<file path="config.mk">
export PLATFORM = sky130hd
export DESIGN_NAME = rifl_tx_ctrl
export DESIGN_NICKNAME = d
export VERILOG_FILES = /design/src/rtl/rifl_tx_ctrl.sv
export SDC_FILE = /design/constraint.sdc
export NUM_CORES = 1
export LEC_CHECK = 0
export CAP_MARGIN = 20
export CORE_MARGIN = 4
export CORE_UTILIZATION = 52
export DETAILED_ROUTE_END_ITERATION = 6
export GPL_ROUTABILITY_DRIVEN = 0
export PLACE_DENSITY_LB_ADDON = 0.2
export SYNTH_ARGS = -nofsm -noshare
export SYNTH_HDL_FRONTEND = slang
export SYNTH_SLANG_ARGS = --single-unit
</file>
<file path="constraint.sdc">
create_clock -name clk -period 2.7 [get_ports clk]
set_input_delay 0.27 -clock clk [delete_from_list [all_inputs] [get_ports clk]]
set_output_delay 0.27 -clock clk [all_outputs]
set_load 0.01 [all_outputs]
</file>
<file path="src/rtl/rifl_tx_ctrl.sv">
// rifl_tx_ctrl: RIFL transmit-side frame selector with pause, retransmit and replay control.
//   Parameter CTRL_BURST (2..15): minimum back-to-back PAUSE/RETRANS key frames per burst.
//   Inputs : clk, rst_n (async, active-low), tx_up, local_pause_req, local_retrans_req,
//            remote_pause_req, remote_retrans_req, data_valid
//   Outputs: data_ready, frame_sel (00 DATA, 01 IDLE, 10 PAUSE_KEY, 11 RETRANS_KEY),
//            rewind (replay pointer reset pulse), retrans_cnt (saturating RETRANS burst count)
module rifl_tx_ctrl #(
    parameter int CTRL_BURST = 8
) (
    input  logic        clk,
    input  logic        rst_n,
    input  logic        tx_up,
    input  logic        local_pause_req,
    input  logic        local_retrans_req,
    input  logic        remote_pause_req,
    input  logic        remote_retrans_req,
    input  logic        data_valid,
    output logic        data_ready,
    output logic [1:0]  frame_sel,
    output logic        rewind,
    output logic [15:0] retrans_cnt
);
    typedef enum logic [2:0] {LINK_DOWN, RUN, PAUSE, RETRANS, REPLAY} state_t;

    localparam logic [1:0] SEL_DATA  = 2'b00;
    localparam logic [1:0] SEL_IDLE  = 2'b01;
    localparam logic [1:0] SEL_PAUSE = 2'b10;
    localparam logic [1:0] SEL_RETR  = 2'b11;
    localparam logic [3:0] BURST_MAX  = 4'(CTRL_BURST);
    localparam logic [3:0] BURST_LAST = 4'(CTRL_BURST - 1);

    state_t      state, nxt_state;
    logic [3:0]  burst;
    logic        pend, pend_eff, burst_done, decide, enter, nxt_rewind;
    logic [1:0]  nxt_sel;

    // A request seen this cycle acts immediately, as if it were already latched.
    assign pend_eff   = pend | local_retrans_req;
    // Counter starts at 0 on entry, so CTRL_BURST key cycles have elapsed when it reaches CTRL_BURST-1.
    assign burst_done = burst >= BURST_LAST;
    // States in which the normal RUN priority chain picks the next frame.
    assign decide = (state == RUN) || (state == REPLAY) ||
                    (state == RETRANS && burst_done) ||
                    (state == PAUSE && burst_done && (pend_eff || !local_pause_req));

    always_comb begin
        nxt_state  = state;
        nxt_sel    = frame_sel;
        nxt_rewind = 1'b0;
        enter      = 1'b0;
        if (!tx_up) begin
            nxt_state = LINK_DOWN;
            nxt_sel   = SEL_IDLE;
        end else if (state == LINK_DOWN) begin
            nxt_state = RUN;
            nxt_sel   = SEL_IDLE;
            enter     = 1'b1;
        end else if (decide) begin
            if (pend_eff) begin
                nxt_state = RETRANS;
                nxt_sel   = SEL_RETR;
                enter     = 1'b1;
            end else if (local_pause_req) begin
                nxt_state = PAUSE;
                nxt_sel   = SEL_PAUSE;
                enter     = 1'b1;
            end else if (remote_retrans_req) begin
                nxt_state  = REPLAY;
                nxt_sel    = SEL_IDLE;
                nxt_rewind = state != REPLAY;
                enter      = state != REPLAY;
            end else begin
                nxt_state = RUN;
                nxt_sel   = (remote_pause_req || !data_valid) ? SEL_IDLE : SEL_DATA;
                enter     = state != RUN;
            end
        end
    end

    always_ff @(posedge clk or negedge rst_n) begin
        if (!rst_n) begin
            state       <= LINK_DOWN;
            frame_sel   <= SEL_IDLE;
            data_ready  <= 1'b0;
            rewind      <= 1'b0;
            retrans_cnt <= 16'd0;
            pend        <= 1'b0;
            burst       <= 4'd0;
        end else begin
            state      <= nxt_state;
            frame_sel  <= nxt_sel;
            data_ready <= nxt_sel == SEL_DATA;
            rewind     <= nxt_rewind;
            burst      <= (enter || nxt_state == LINK_DOWN) ? 4'd0 :
                          (burst == BURST_MAX) ? burst : burst + 4'd1;
            // Entering RETRANS consumes the pending request; later requests re-arm it.
            pend       <= !tx_up ? 1'b0 : (enter && nxt_state == RETRANS) ? 1'b0 : pend_eff;
            if (enter && nxt_state == RETRANS && retrans_cnt != 16'hFFFF)
                retrans_cnt <= retrans_cnt + 16'd1;
        end
    end
endmodule

</file>
==> results of run 1 <==
==> cell usage in the layout (no fill, tap or decap), types with 2 or more instances in the layout <==
master | synthesis | final
nand3_1 | 11 | 11
clkbuf_4 | 0 | 3
ha_1 | 3 | 3
nand4_1 | 6 | 6
a211oi_1 | 2 | 2
and4_1 | 2 | 2
or3_1 | 2 | 2
and3_1 | 10 | 10
xnor2_1 | 17 | 17
dfrtp_1 | 27 | 27
inv_1 | 4 | 4
nor3_1 | 4 | 4
and2_1 | 2 | 2
nor2_1 | 12 | 12
clkdlybuf4s50_1 | 0 | 27
nand2_1 | 12 | 12
o21ai_0 | 2 | 2
a21oi_1 | 10 | 10
nand2b_1 | 3 | 3
==> metal layers <==
layer  up-vias  part of all wire
met4         0             0.027
met5         -                 0
li1        629                 -
met2        61              0.49
met1       631              0.42
met3        12             0.061
==> per-stage QoR <==
step	power, mW	util
finish	0.971	0.671
global route	1.03	0.671
CTS	0.981	0.671
detailed placement	0.781	0.658
global placement	0.766	0.658
floorplan	0.666	-
==> cell families (layout without fill, tap and decap cells) <==
kind of cell | after synthesis | after routing | synth area share
AO/OA/AOI/OAI | 26 | 26 | 0.120
XOR/XNOR | 18 | 18 | 0.0993
adder cells (fa/ha/maj) | 4 | 4 | 0.0299
buffers and inverters | 10 | 37 | 0.0394
flip-flops | 28 | 28 | 0.442
multiplexers | 3 | 3 | 0.0228
AND/OR/NAND/NOR | 72 | 72 | 0.247
==> area by class of cell <==
| type | count | area, um^2 |
|---|---|---|
| fill | 225 | 932 |
| sequential | 28 | 702 |
| inverter | 5 | 18.8 |
| multi-input combinational | 123 | 823 |
| timing repair buffer | 28 | 278 |
| clock buffer | 4 | 36.3 |
| tap | 31 | 38.8 |
==> worst max-delay path, delay by kind of cell, from the launching register on <==
family          cells  cell delay [ns]
fa+ha+maj           1             0.26
flops               1             0.43
simple gates        2             0.27
compound gates      3             0.88
mux                 1             0.30
==> sequential cells by signal, indices dropped and copies added (netlist names) <==
register / flops
burst: 4
retrans_cnt: 16
rewind: 1
data_ready: 1
frame_sel: 2
pend: 1
state: 3
==> power groups by stage <==
stage	combinational (mW)	sequential (mW)	clock (mW)
floorplan	0.147	0.519	0
global placement	0.250	0.515	0
detailed placement	0.260	0.521	0
CTS	0.264	0.512	0.205
global route	0.284	0.519	0.230
finish	0.261	0.513	0.197
==> worst max path at each step <==
stage	startpoint	end	slack, ns	depth (start not counted)
2_1_floorplan	burst[0]	retrans_cnt[1]	0.76	7
4_1_cts	burst[0]	retrans_cnt[1]	0.49	7
6_report	burst[0]	retrans_cnt[1]	0.47	7
5_1_grt	burst[0]	retrans_cnt[1]	0.30	7
3_3_place_gp	tx_up	retrans_cnt[1]	0.39	7
3_5_place_dp	tx_up	retrans_cnt[1]	0.32	7
==> impl_metrics.py, run 1 <==
metrics = {
    "clock_tree": {
        "post_cts.resized_instances": 0,
        "ctsHoldBuffers": 0,
        "cts.path.max_buffers": 2,
        "number_of_buffers_added_by_the_clock_tree_synthesis_step": 3,
        "cts-root-buf": "clkbuf_4",
        "clock-sinks": 28,
        "cts_setup_buffers": 0,
        "clock_latency_late_sink_ns": 0.31,
        "clk_transition_reported_paths_ns": 0.14,
        "cts.htree.levels": 1,
        "tritoncts": "built",
    },
    "hold_path": {
        "hold_removal_path_class": "input port to async pin",
    },
    "layout": {
        "layout.nets": 200,
        "cell_area_after_layout_um2": 1900,
        "area.growth.synth_to_final_pct": 19.5,
        "layout.cells.non_filler": 219,
        "antenna_cell_count": 0,
        "ratio_of_cells_with_drive_above_1_in_the_final_layout": 0.0745,
    },
    "pwr": {
        "internal_power_consumption_mw": 0.680,
        "power_switching_share": 0.300,
        "combinationalPowerShare": 0.269,
        "powerDensity_nw_per_um2": 512,
        "p_leak_nw": 0.802,
        "p_clk_frac": 0.203,
        "peakVddDrop_v": 0.000412,
        "net-switching-power_mw": 0.291,
        "pwr-share-seq": 0.529,
    },
    "sta": {
        "post-route-period-util": 0.826,
        "report.final.hold_viol_count": 0,
        "timing.max_slew.rel_slack": 0.660,
        "report.final.slew_viol_count": 0,
        "finalHoldWorstSlack_ns": 0.308,
        "fin_setup_tns_ns": 0,
        "final-setup-viol-count": 0,
        "finalCriticalPeriod_ns": 2.23,
        "timing_worst_slew_pin_value_ns": 0.506,
        "grt_setup_unrepaired": "false",
        "worst_slack_ns": 0.469,
        "fmaxAchievable_ghz": 0.448,
        "finalClockSkew_ns": 0.00306,
    },
    "synth": {
        "dominantRegCellSynth": "dfrtp_1",
        "netlist.area_leader.share": 0.426,
        "netlist-cell-type-count": 48,
        "yosysMostFrequentCell": "dfrtp_1",
        "synth-edff-count": 0,
        "synth_top_cells_by_area": "dfrtp_1 (43%), xnor2_1 (9.4%), and3_1 (3.9%)",
        "synth_top_cell_by_area": "dfrtp_1",
        "post_synth_most_frequent_cells": "dfrtp_1 (27), xnor2_1 (17), nand2_1 (12), nor2_1 (12), nand3_1 (11)",
        "avgSynthCellArea_um2": 9.86,
        "ys_ff_latch": 28,
        "syn-cell-area_um2": 1590,
        "yosysWarnings": 0,
        "synthCells": 161,
        "ys_seq_area_frac": 0.442,
        "syn_nets": 172,
        "ys_async_sr_fraction": 1.00,
    },
    "place": {
        "post-dp-hpwl_um": 2450,
        "placed_area_um2": 1860,
        "port_buffer_count": 27,
        "post-place-cells": 215,
        "pre_cts_ws_ns": 0.320,
    },
    "critical_path": {
        "critical_path.cell_chain": "ha_1, a21oi_1, a211oi_1, nor2b_1, o311a_4, nand2_2, mux2_4",
        "regToRegSetupSlack_ns": 0.47,
        "cp_data_arrival_time_ns": 2.45,
        "start_kind": "flop",
        "critical-path-max-stage-delay_ns": 0.48,
        "critical_path.reg2reg.endpoint": "retrans_cnt[1]",
        "critical_path_endpoint_category": "flop",
        "critPathKind": "flop to flop",
        "worst_r2r_path_depth": 7,
        "critical_path.slowest_cell": "o311a_4",
        "critPathMaxFanout": 16,
        "crit_required_ns": 2.92,
        "timing.rr.start": "burst[0]",
    },
    "detailed_routing": {
        "route.vias.total": 1333,
        "drtAntennaViolNets": 0,
        "route.final.wire_length_um": 3270,
        "post_drt_via_cell_ratio": 6.09,
        "routed_wire_length_per_instance_um": 14.9,
        "drt_first_pass_iters": 4,
        "remaining_drc_errors": 0,
        "dr.first_iter.drc_count": 93,
    },
    "global_routing": {
        "grt_antenna_before_repair": 0,
        "gr-usage-met2": 0.311,
        "grt_pass1_wl_um": 5770,
        "gr_met1_demand_resource": 0.204,
        "pin_count_of_the_biggest_net_entering_global_routing": 29,
        "grt_usage": 0.177,
        "number_of_global_route_vias_before_repair": 1367,
        "global_route.peak_usage_layer": "met2",
        "grt_util_met3": 0.0391,
        "grt_overflow": 0,
    },
    "floorplanning": {
        "die-height_um": 63.3,
        "core_area_um2": 2830,
        "die_area_um2": 4000,
        "pin_count": 28,
        "rows": 19,
        "start_util": 0.561,
        "die_width_um": 63.3,
    },
    "flow_run": {
        "maxCapViolations": 0,
    },
    "outcome": {
        "run_status": "complete, no violations",
    },
}
Note: power is estimated with default switching activity, not from simulation.
==> inputs of run 2 (changes only) <==
==> constraint.sdc (replaced) <==
create_clock -name clk -period 2.3 [get_ports clk]
set_input_delay 0.23 -clock clk [delete_from_list [all_inputs] [get_ports clk]]
set_output_delay 0.23 -clock clk [all_outputs]
set_load 0.01 [all_outputs]
==> impl_metrics.py, run 2 (synthesized netlist as in run 1, its figures left out) <==
metrics = {
    "global_routing": {
        "grt_usage": 0.183,
        "number_of_global_route_vias_before_repair": 1306,
        "grt_overflow": 0,
        "grt_antenna_before_repair": 0,
        "pin_count_of_the_biggest_net_entering_global_routing": 29,
        "grt_pass1_wl_um": 5960,
    },
    "sta": {
        "finalClockSkew_ns": 0.00901,
        "fmaxAchievable_ghz": 0.467,
        "report.final.slew_viol_count": 0,
        "worst_slack_ns": 0.158,
        "post-route-period-util": 0.931,
        "report.final.hold_viol_count": 0,
        "finalCriticalPeriod_ns": 2.14,
        "final-setup-viol-count": 0,
        "timing.max_slew.rel_slack": 0.719,
        "grt_setup_unrepaired": "false",
        "fin_setup_tns_ns": 0,
        "timing_worst_slew_pin_value_ns": 0.420,
    },
    "layout": {
        "max_flop_register": "retrans_cnt",
        "layout.nets": 205,
        "antenna_cell_count": 0,
        "layout_common_cells": "dfrtp_1 (27), clkdlybuf4s50_1 (27), xnor2_1 (17)",
        "area.growth.synth_to_final_pct": 23.6,
        "fill_cells": 229,
        "largest_register_ff_count": 16,
        "top_regs": "retrans_cnt x16, burst x4, state x3",
        "cell_area_after_layout_um2": 1960,
        "ratio_of_cells_with_drive_above_1_in_the_final_layout": 0.0984,
    },
    "hold_path": {
        "hold_removal_path_class": "input port to async pin",
    },
    "detailed_routing": {
        "routed_wire_length_per_instance_um": 15.3,
        "drt_first_pass_iters": 4,
        "dr.first_iter.drc_count": 84,
        "route.final.wire_length_um": 3430,
        "remaining_drc_errors": 0,
        "post_drt_via_cell_ratio": 5.94,
        "drtAntennaViolNets": 0,
        "route.vias.total": 1331,
    },
    "clock_tree": {
        "cts.path.max_buffers": 2,
        "tritoncts": "built",
        "post_cts.resized_instances": 0,
        "cts-root-buf": "clkbuf_4",
        "ctsHoldBuffers": 0,
        "number_of_buffers_added_by_the_clock_tree_synthesis_step": 3,
        "cts_setup_buffers": 0,
        "clock_latency_late_sink_ns": 0.33,
        "cts.htree.levels": 1,
        "clock-sinks": 28,
        "clk_transition_reported_paths_ns": 0.16,
    },
    "pwr": {
        "p_leak_nw": 0.838,
        "powerDensity_nw_per_um2": 635,
        "total_power_mw": 1.25,
        "peakVddDrop_v": 0.000584,
    },
    "critical_path": {
        "critPathKind": "flop to flop",
        "crit_required_ns": 2.53,
        "critical_path_endpoint_category": "flop",
        "critPathMaxFanout": 8,
        "start_kind": "flop",
        "cp_data_arrival_time_ns": 2.37,
    },
    "outcome": {
        "run_status": "complete, no violations",
    },
    "floorplanning": {
        "die_area_um2": 4000,
        "die_width_um": 63.3,
        "core_area_um2": 2830,
        "pin_count": 28,
        "rows": 19,
        "die-height_um": 63.3,
        "start_util": 0.561,
    },
    "place": {
        "post-dp-hpwl_um": 2550,
        "port_buffer_count": 27,
        "pre_cts_ws_ns": 0.0370,
        "placed_area_um2": 1910,
    },
    "flow_run": {
        "maxCapViolations": 0,
    },
}
run 2: worst paths after layout:
kind / startpoint / end / slack (ns) / cells past startpoint
max: burst[0] / retrans_cnt[1] / 0.16 / 7
min: rst_n / state[1] / 0.25 / 2
max reg2reg: burst[0] / retrans_cnt[1] / 0.16 / 7
min reg2reg: retrans_cnt[8] / retrans_cnt[8] / 0.50 / 1
max in group asynchronous: rst_n / frame_sel[0] / 1.74 / 2
min in group clk: retrans_cnt[8] / retrans_cnt[8] / 0.50 / 1
run 2: worst max-delay path, stage by stage, from the launching register on:
cell	delay (ns)
dfrtp_1	0.44
ha_1	0.26
a21oi_1	0.26
a211oi_1	0.09
nor2b_1	0.16
o311a_4	0.44
nand2_2	0.10
mux2_4	0.29
run 2: where the power goes:
group | switching [mW] | internal, mW | leakage [nW]
logic | 0.144 | 0.176 | 0.434
clock network | 0.147 | 0.176 | 0.0279
registers | 0.0627 | 0.539 | 0.377
run 2: metal layers:
layer	up-vias	share of wire	global-route usage
li1	635	-	-
met1	642	0.42	0.221
met2	50	0.51	0.320
met3	4	0.059	0.0373
met4	0	0.0085	0.0647
met5	-	0	0
run 2: per-stage QoR:
stage,std cells,hold WS (ns),util
5_1_grt,224,0.253,0.694
3_3_place_gp,220,0.477,0.675
4_1_cts,224,0.251,0.694
3_5_place_dp,220,0.488,0.675
2_1_floorplan,161,-0.0656,-
6_report,224,0.252,0.694
run 2: cell type report:
| cell class | count | area (um^2) | area share |
|---|---|---|---|
| Multi-Input combinational cell | 123 | 823 | 0.419 |
| Sequential cell | 28 | 702 | 0.358 |
| Timing Repair Buffer | 33 | 328 | 0.167 |
| Tap cell | 31 | 38.8 | 0.0198 |
| Clock inverter | 1 | 30.0 | 0.0153 |
| Clock buffer | 3 | 22.5 | 0.0115 |
| Inverter | 5 | 18.8 | 0.00956 |
==> inputs of run 3 (changes only) <==
--- a/config.mk
+++ b/config.mk
@@ -10,7 +10,7 @@
 export CORE_UTILIZATION = 52
 export DETAILED_ROUTE_END_ITERATION = 6
 export GPL_ROUTABILITY_DRIVEN = 0
-export PLACE_DENSITY_LB_ADDON = 0.2
+export PLACE_DENSITY_LB_ADDON = 0.1
 export SYNTH_ARGS = -nofsm -noshare
 export SYNTH_HDL_FRONTEND = slang
 export SYNTH_SLANG_ARGS = --single-unit
==> impl_metrics.py, run 3 (synthesized netlist as in run 1, its figures left out) <==
metrics = {
    "outcome": {
        "run_status": "complete, no violations",
    },
    "sta": {
        "fin_setup_tns_ns": 0,
        "finalCriticalPeriod_ns": 2.19,
        "final-setup-viol-count": 0,
        "report.final.slew_viol_count": 0,
        "report.final.hold_viol_count": 0,
        "timing.max_slew.rel_slack": 0.695,
        "fmaxAchievable_ghz": 0.456,
        "post-route-period-util": 0.953,
        "grt_setup_unrepaired": "false",
        "finalHoldWorstSlack_ns": 0.243,
        "timing_worst_slew_pin_value_ns": 0.458,
        "finalClockSkew_ns": 0.0261,
    },
    "clock_tree": {
        "cts.path.max_buffers": 2,
        "cts_setup_buffers": 0,
        "tritoncts": "built",
        "ctsHoldBuffers": 0,
        "post_cts.resized_instances": 0,
        "cts-root-buf": "clkbuf_4",
        "clock-sinks": 28,
        "cts.htree.levels": 1,
        "number_of_buffers_added_by_the_clock_tree_synthesis_step": 3,
        "clk_transition_reported_paths_ns": 0.17,
        "clock_latency_late_sink_ns": 0.34,
    },
    "critical_path": {
        "critical-path-max-stage-delay_ns": 0.45,
        "critical_path.slowest_cell": "dfrtp_1",
        "crit_required_ns": 2.51,
        "critical_path.cell_chain": "ha_1, a21oi_1, a211oi_1, nor2b_1, o311a_4, nand2_2, mux2_4",
        "crit_family": "compound AO/OA/AOI/OAI gates",
        "critical_path_endpoint_category": "flop",
        "critPathKind": "flop to flop",
        "cp_num_buf_inv": 0,
        "cp_data_arrival_time_ns": 2.41,
        "start_kind": "flop",
        "critPathMaxFanout": 6,
    },
    "floorplanning": {
        "die_area_um2": 4000,
        "die_width_um": 63.3,
        "pin_count": 28,
        "core_area_um2": 2830,
        "start_util": 0.561,
        "die-height_um": 63.3,
        "rows": 19,
    },
    "layout": {
        "layout.nets": 205,
        "area.growth.synth_to_final_pct": 23.6,
        "top_regs": "retrans_cnt x16, burst x4, state x3",
        "layout.cells.non_filler": 224,
        "ratio_of_cells_with_drive_above_1_in_the_final_layout": 0.0984,
        "fill_cells": 229,
        "largest_register_ff_count": 16,
        "antenna_cell_count": 0,
        "max_flop_register": "retrans_cnt",
        "layout_common_cells": "dfrtp_1 (27), clkdlybuf4s50_1 (27), xnor2_1 (17)",
    },
    "global_routing": {
        "grt_pass1_wl_um": 6160,
        "grt_overflow": 0,
        "grt_usage": 0.186,
        "pin_count_of_the_biggest_net_entering_global_routing": 29,
        "grt_antenna_before_repair": 0,
        "number_of_global_route_vias_before_repair": 1344,
    },
    "pwr": {
        "p_leak_nw": 0.838,
        "peakVddDrop_v": 0.000604,
        "powerDensity_nw_per_um2": 634,
    },
    "place": {
        "port_buffer_count": 27,
        "post-place-cells": 220,
        "post-dp-hpwl_um": 2490,
    },
    "detailed_routing": {
        "detailroute.wirelength.met3_um": 172,
        "dr.first_iter.drc_count": 80,
        "routed-wl-met2_um": 1650,
        "drt_first_pass_iters": 4,
        "remaining_drc_errors": 0,
        "post_drt_via_cell_ratio": 5.84,
        "top_layer": "met4",
        "met1_length_um": 1480,
        "routed_wire_length_per_instance_um": 14.8,
        "drtAntennaViolNets": 0,
        "route.final.wire_length_um": 3310,
        "route.vias.total": 1308,
    },
    "hold_path": {
        "hold_removal_path_class": "input port to async pin",
    },
    "flow_run": {
        "maxCapViolations": 0,
    },
}
## run 3: area by class of cell
type,instances,area [um^2],area share
inverters,5,18.8,0.00956
repair buffers,33,328,0.167
flip-flops and latches,28,702,0.358
clock inverters,1,30.0,0.0153
well taps,31,38.8,0.0198
clock buffers,3,22.5,0.0115
multi-input cells,123,823,0.419
## run 3: per-stage QoR
stage,utilization,setup slack [ns],power (mW),instance area (um^2)
floorplan,-,0.365,0.782,1590
global placement,0.675,0.109,0.920,1910
detailed placement,0.675,0.0206,0.933,1910
CTS,0.694,0.128,1.26,1960
global route,0.694,0.0371,1.32,1960
finish,0.694,0.107,1.25,1960
## run 3: worst paths after layout
check                                      end  slack [ns]            from  cells after the start
worst min-delay path                      pend        0.24           rst_n                      2
max in group asynchronous         frame_sel[0]        1.76           rst_n                      2
worst max-delay path            retrans_cnt[1]        0.11        burst[1]                      7
worst max register to register  retrans_cnt[1]        0.11        burst[1]                      7
worst min register to register  retrans_cnt[8]        0.51  retrans_cnt[8]                      1
min in group clk                retrans_cnt[8]        0.51  retrans_cnt[8]                      1
## run 3: worst reg2reg max path, stage by stage (launching register included)
cell	delay (ns)
dfrtp_1	0.45
ha_1	0.24
a21oi_1	0.25
a211oi_1	0.10
nor2b_1	0.17
o311a_4	0.45
nand2_2	0.11
mux2_4	0.31
## run 3: where the power goes
group	internal (mW)	total, mW	switching (mW)
registers	0.540	0.600	0.0609
logic	0.177	0.321	0.144
clock network	0.176	0.324	0.148
## run 3: routing by layer
| layer | GRT usage | up-vias |
|---|---|---|
| li1 | - | 640 |
| met1 | 0.238 | 627 |
| met2 | 0.315 | 39 |
| met3 | 0.0337 | 2 |
| met4 | 0.0647 | 0 |
| met5 | 0 | - |
